$ cat src/rtl/cl_mem_access_ctrl.sv
// Data-memory access sequencer for LW/LBU/SW/SB: valid/yumi request, pipeline stall, byte-lane steering.
// Define CL_MEM_TIMEOUT_EN to abort accesses that sit in REQ/RESP for MAX_WAIT cycles.
module cl_mem_access_ctrl #(
  parameter int ADDR_W   = 32,
  parameter int DATA_W   = 32,
  parameter int MAX_WAIT = 64
) (
  input  logic              clk,
  input  logic              reset,
  input  logic              op_valid_i,
  input  logic              is_load_i,
  input  logic              is_store_i,
  input  logic              is_byte_i,
  input  logic [ADDR_W-1:0] addr_i,
  input  logic [DATA_W-1:0] store_data_i,
  input  logic [4:0]        rd_addr_i,
  output logic              stall_o,
  output logic              dmem_v_o,
  output logic              dmem_we_o,
  output logic [ADDR_W-1:0] dmem_addr_o,
  output logic [DATA_W-1:0] dmem_wdata_o,
  output logic [3:0]        dmem_mask_o,
  input  logic              dmem_yumi_i,
  input  logic              dmem_rv_i,
  input  logic [DATA_W-1:0] dmem_rdata_i,
  output logic              wb_v_o,
  output logic [4:0]        wb_rd_o,
  output logic [DATA_W-1:0] wb_data_o,
  output logic              err_misalign_o,
  output logic              err_timeout_o
);

  typedef enum logic [1:0] {IDLE, REQ, RESP, DONE} state_t;
  state_t state_reg, state_next;

  logic              load_reg;
  logic              byte_reg;
  logic [ADDR_W-1:0] addr_reg;
  logic [DATA_W-1:0] data_reg;
  logic [DATA_W-1:0] rdata_reg;
  logic [4:0]        rd_reg;

  logic              op_kind_ok;
  logic              misaligned;
  logic              accept;
  logic              abort;
  logic              timed_out;
  logic              in_req;
  logic              in_done;
  logic [3:0]        mask_steer;
  logic [DATA_W-1:0] wdata_steer;
  logic [7:0]        rd_lane [4];

  // Exactly one of load/store makes a real memory op; anything else is ignored.
  assign op_kind_ok = is_load_i ^ is_store_i;
  assign misaligned = ~is_byte_i & (addr_i[1:0] != 2'b00);
  assign accept     = (state_reg == IDLE) & op_valid_i & op_kind_ok & ~misaligned;
  assign in_req     = (state_reg == REQ);
  assign in_done    = (state_reg == DONE);

  always_comb begin
    state_next     = state_reg;
    stall_o        = 1'b0;
    err_misalign_o = 1'b0;
    case (state_reg)
      IDLE: begin
        err_misalign_o = op_valid_i & op_kind_ok & misaligned;
        if (accept) begin
          stall_o    = 1'b1;
          state_next = REQ;
        end
      end
      REQ: begin
        stall_o = 1'b1;
        if (dmem_yumi_i) state_next = load_reg ? RESP : DONE;
        else if (abort)  state_next = DONE;
      end
      RESP: begin
        stall_o = 1'b1;
        if (dmem_rv_i || abort) state_next = DONE;
      end
      DONE:    state_next = IDLE;
      default: state_next = IDLE;
    endcase
  end

  always_ff @(posedge clk) begin
    if (reset) begin
      state_reg <= IDLE;
      load_reg  <= 1'b0;
      byte_reg  <= 1'b0;
      addr_reg  <= '0;
      data_reg  <= '0;
      rdata_reg <= '0;
      rd_reg    <= 5'd0;
    end else begin
      state_reg <= state_next;
      if (accept) begin
        load_reg <= is_load_i;
        byte_reg <= is_byte_i;
        addr_reg <= addr_i;
        data_reg <= store_data_i;
        rd_reg   <= rd_addr_i;
      end
      // rv is only meaningful in RESP; a response in the yumi cycle is dropped.
      if (state_reg == RESP && dmem_rv_i) rdata_reg <= dmem_rdata_i;
    end
  end

`ifdef CL_MEM_TIMEOUT_EN
  logic [7:0] wait_cnt_reg;
  logic       timeout_reg;
  logic       mem_event;

  assign mem_event = (in_req & dmem_yumi_i) | ((state_reg == RESP) & dmem_rv_i);
  assign abort     = (in_req | (state_reg == RESP)) & ~mem_event
                     & (wait_cnt_reg == 8'(MAX_WAIT - 1));
  assign timed_out = timeout_reg;

  always_ff @(posedge clk) begin
    if (reset) begin
      wait_cnt_reg <= 8'd0;
      timeout_reg  <= 1'b0;
    end else begin
      if (accept) begin
        wait_cnt_reg <= 8'd0;
        timeout_reg  <= 1'b0;
      end else if (in_req || state_reg == RESP) begin
        wait_cnt_reg <= wait_cnt_reg + 8'd1;
      end
      if (abort) timeout_reg <= 1'b1;
    end
  end
`else
  assign abort     = 1'b0;
  assign timed_out = 1'b0;
`endif

  // Byte lanes are little-endian: lane 0 is bits [7:0].
  for (genvar gi = 0; gi < 4; gi++) begin : g_lane
    assign mask_steer[gi]         = ~byte_reg | (addr_reg[1:0] == 2'(gi));
    assign wdata_steer[8*gi +: 8] = byte_reg ? data_reg[7:0] : data_reg[8*gi +: 8];
    assign rd_lane[gi]            = rdata_reg[8*gi +: 8];
  end

  assign dmem_v_o     = in_req;
  assign dmem_we_o    = in_req & ~load_reg;
  assign dmem_addr_o  = in_req ? {addr_reg[ADDR_W-1:2], 2'b00} : '0;
  assign dmem_wdata_o = (in_req & ~load_reg) ? wdata_steer : '0;
  assign dmem_mask_o  = (in_req & ~load_reg) ? mask_steer : 4'b0000;

  assign wb_v_o        = in_done & load_reg & (rd_reg != 5'd0) & ~timed_out;
  assign wb_rd_o       = wb_v_o ? rd_reg : 5'd0;
  assign wb_data_o     = ~wb_v_o  ? '0 :
                         byte_reg ? {{(DATA_W-8){1'b0}}, rd_lane[addr_reg[1:0]]} : rdata_reg;
  assign err_timeout_o = in_done & timed_out;

endmodule

$ cat config.mk
export PLATFORM = sky130hd
export DESIGN_NAME = cl_mem_access_ctrl
export DESIGN_NICKNAME = d
export VERILOG_FILES = /design/src/rtl/cl_mem_access_ctrl.sv
export SDC_FILE = /design/constraint.sdc
export NUM_CORES = 1
export LEC_CHECK = 0
export ABC_AREA = 1
export CORE_MARGIN = 10
export CORE_UTILIZATION = 40
export DETAILED_ROUTE_END_ITERATION = 6
export HOLD_SLACK_MARGIN = 0.02
export PLACE_DENSITY = 0.81
export SLEW_MARGIN = 20
export SYNTH_ARGS = -nofsm -noshare
export SYNTH_HDL_FRONTEND = slang
export SYNTH_SLANG_ARGS = --single-unit
$ cat constraint.sdc
create_clock -name clk -period 3.9 [get_ports clk]
set_input_delay 0.39 -clock clk [delete_from_list [all_inputs] [get_ports clk]]
set_output_delay 0.39 -clock clk [all_outputs]
set_load 0.03 [all_outputs]
==> results.py <==
metrics = {
    "run_status": {
        "status": "completed",
    },
    "floorplanning": {
        "rows": 41,
        "ios": 220,
        "fp.dieH_um": 133.0,
        "die-area_um2": 17690,
        "die_x_um": 133.0,
        "coreArea_um2": 12570,
        "initial_core_util_pct": 40.65,
    },
    "clocking": {
        "clock_latency_ns": 0.35,
        "root_buffer": "clkbuf_16",
        "ctsHoldBuffers": 0,
        "cts-buffers-inserted": 9,
        "cts.clk_slew.worst_paths_ns": 0.07,
        "cts_tree": "done",
        "cts_resized": 0,
        "clock-sinks": 105,
        "clock_path_buffers": 2,
        "postCtsSetupBuffers": 0,
        "cts-htree-levels": 3,
    },
    "pwr": {
        "ir_drop_uv": 393.9,
        "power_density_nw_per_um2": 443.4,
        "sequentialPowerShare_pct": 41.5,
        "p_total_mw": 3.314,
        "intPower_mw": 2.133,
        "switching_share_pct": 35.66,
        "power_frac_comb_pct": 33.4,
        "p_clk_share_pct": 25.1,
        "leakagePower_nw": 3.041,
        "p_sw_mw": 1.182,
    },
    "synthesis": {
        "synth_cell_types": 27,
        "yosysTopAreaCell": "dfxtp_1",
        "synth_area_per_cell_um2": 6.749,
        "synth_area_leaders": "dfxtp_1 (41%), nor2_1 (14%), o21ai_0 (10%)",
        "synth_top_area_share_pct": 41.15,
        "ys_ff_latch": 105,
        "ys_warn_count": 0,
        "syn_inst": 757,
        "synth_common_cells": "nor2_1 (194), nand2_1 (110), o21ai_0 (107), dfxtp_1 (105), inv_1 (68)",
        "synthArstFlopShare_pct": 0,
        "synth_compound_area_share_pct": 16.90,
        "yosysSeqAreaShare_pct": 41.15,
        "synthMuxAreaShare_pct": 0,
        "yosysMostFrequentCell": "nor2_1",
        "syn_area_um2": 5109,
        "synthAdderAreaFrac_pct": 1.470,
        "synth_xor_area_share_pct": 0,
        "ys.flop_type": "dfxtp_1",
        "synthSimpleGateAreaFrac_pct": 28.73,
        "synth-edff-count": 0,
        "synth_top_family_by_area": "simple AND/OR/NAND/NOR gates",
    },
    "sta": {
        "worst_slew_pin_slew_ns": 0.9766,
        "fin_worst_skew_ns": 0.005471,
        "hold_ws_ns": 0.4694,
        "final-hold-violation-count": 0,
        "min_period_over_period_pct": 78.37,
        "slew_headroom_pct": 34.82,
        "slew_violations": 0,
        "fin_tns_setup_ns": 0,
        "setup_viol": 0,
        "fmax_mhz": 327.2,
        "min_period_ns": 3.056,
        "grt_setup_unrepaired": "no",
    },
    "route": {
        "wl_per_cell_um": 15.17,
        "drc": 0,
        "wl_um": 16990,
        "via_count": 5369,
        "ant_nets": 0,
        "drtIter0Drc": 305,
        "viasPerCell": 4.794,
        "first_pass_iters": 5,
    },
    "setup_path": {
        "crit_fanout": 22,
        "endpoint_kind": "output pin",
        "startpoint_type": "register",
        "r2r_end": "data_reg[19]$_SDFFE_PP0P_",
        "timing.rr.start": "state_reg[0]$_SDFFE_PP0P_",
        "cp_data_arrival_time_ns": 2.67,
        "crit_type": "register to output pin",
        "cp_data_required_time_ns": 3.51,
        "worstRegToRegCells": 9,
        "r2r_slack_ns": 1.35,
    },
    "worst_hold_path": {
        "whs_path_depth": 2,
        "min-delay-start": "data_reg[5]$_SDFFE_PP0P_",
        "holdPathEnd": "data_reg[5]$_SDFFE_PP0P_",
        "min_path_type": "register to register",
    },
    "cells_and_area": {
        "syn_to_final_growth_pct": 46.31,
        "drive_above_1_share_pct": 9.916,
        "multi_input_area_um2": 2417,
        "seq_area_um2": 2102,
        "final-instance-count-excl-fill": 1120,
        "nets": 1058,
        "num_antenna_cells": 0,
        "final_cell_area_um2": 7475,
        "nFillCells": 1182,
    },
    "global_routing": {
        "grt_pass1_vias": 5169,
        "antenna_found_initial": 0,
        "busiest_layer": "met2",
        "grt_util_all_layers_pct": 18.64,
        "overflow": 0,
        "grt_max_degree": 77,
        "use_met1_pct": 20.56,
        "grt_pass1_wl_um": 26770,
        "use_met3_pct": 10.03,
        "grtUsageMet2_pct": 30.44,
    },
    "placed_design": {
        "placedCellCount": 1104,
        "placed_cell_area_um2": 7211,
        "io_buffers": 216,
        "gp_congestion": 0.8350,
        "dp_hpwl_um": 12690,
    },
    "run": {
        "cap_violations": 0,
    },
}
-- critical path: stages, from the launching register on --
cell,delay [ns]
dfxtp_1,0.43
ha_1,0.18
nand2_1,0.08
inv_1,0.06
nand2_1,0.40
buf_4,0.38
nor2_1,0.11
clkdlybuf4s50_1,0.68
-- worst max-delay path by stage --
| stage | from | to | slack, ns | cells after the start |
|---|---|---|---|---|
| after floorplan | state_reg[1]$_SDFFE_PP0P_ | dmem_mask_o[1] | 1.69 | 6 |
| after global placement | state_reg[0]$_SDFFE_PP0P_ | wb_data_o[23] | 1.22 | 7 |
| after detailed placement | state_reg[0]$_SDFFE_PP0P_ | wb_data_o[16] | 1.19 | 7 |
| after CTS | state_reg[0]$_SDFFE_PP0P_ | wb_data_o[16] | 0.80 | 7 |
| after global routing | state_reg[0]$_SDFFE_PP0P_ | wb_data_o[16] | 0.58 | 7 |
| final | state_reg[0]$_SDFFE_PP0P_ | wb_data_o[26] | 0.84 | 7 |
-- through the flow --
step	setup slack, ns	util (%)
after global routing	0.5807	59.47
final	0.8437	59.47
after detailed placement	1.193	57.37
after CTS	0.8036	59.47
after global placement	1.225	57.37
after floorplan	1.690	-
-- power groups by stage --
stage               Clock, mW  Combinational, mW  Sequential (mW)
floorplan                   0              0.764             1.37
global placement            0               1.10             1.39
CTS                     0.856               1.12             1.38
finish                  0.830               1.11             1.38
global route            0.888               1.23             1.40
detailed placement          0               1.11             1.40
-- cell type report --
class | instances | area share, %
Multi-Input combinational cell | 531 | 32.34
Timing Repair Buffer | 225 | 29.53
Sequential cell | 105 | 28.12
Inverter | 71 | 3.599
Clock buffer | 11 | 3.113
Tap cell | 172 | 2.879
Clock inverter | 5 | 0.4185
-- metal layers --
metal	routed length [um]	vias to the layer above	share of wire, %
met5	0	-	0
met4	357	0	2.1
met3	2063	23	12
met2	7769	226	46
met1	6798	2401	40
li1	-	2719	-
-- placed cells by master (no fill, tap or decap) --
cell type	instances
nor2_1	194
clkdlybuf4s50_1	192
nand2_1	110
o21ai_0	107
dfxtp_1	105
inv_1	67
a21oi_1	48
nor2_2	41
buf_4	30
clkbuf_16	9
o22ai_1	8
ha_1	6
nand3_1	4
nor3_1	3
conb_1	3
clkinv_2	3
buf_12	3
inv_2	2
o21ai_1	2
clkbuf_1	2
o221ai_1	1
clkinv_1	1
nor2_4	1
o21bai_4	1
nand3_4	1
nor4_1	1
inv_4	1
clkinvlp_4	1
inv_6	1
-- logic make-up (layout without fill, tap and decap cells) --
kind of cell | after synthesis | in the layout
adders and majority gates | 6 | 6
AOI/OAI and AO/OA | 167 | 167
and+or+nand+nor | 355 | 355
DFF | 105 | 105
other | 1 | 3
buffers and inverters | 123 | 312
(Power assumes the default switching activity.)
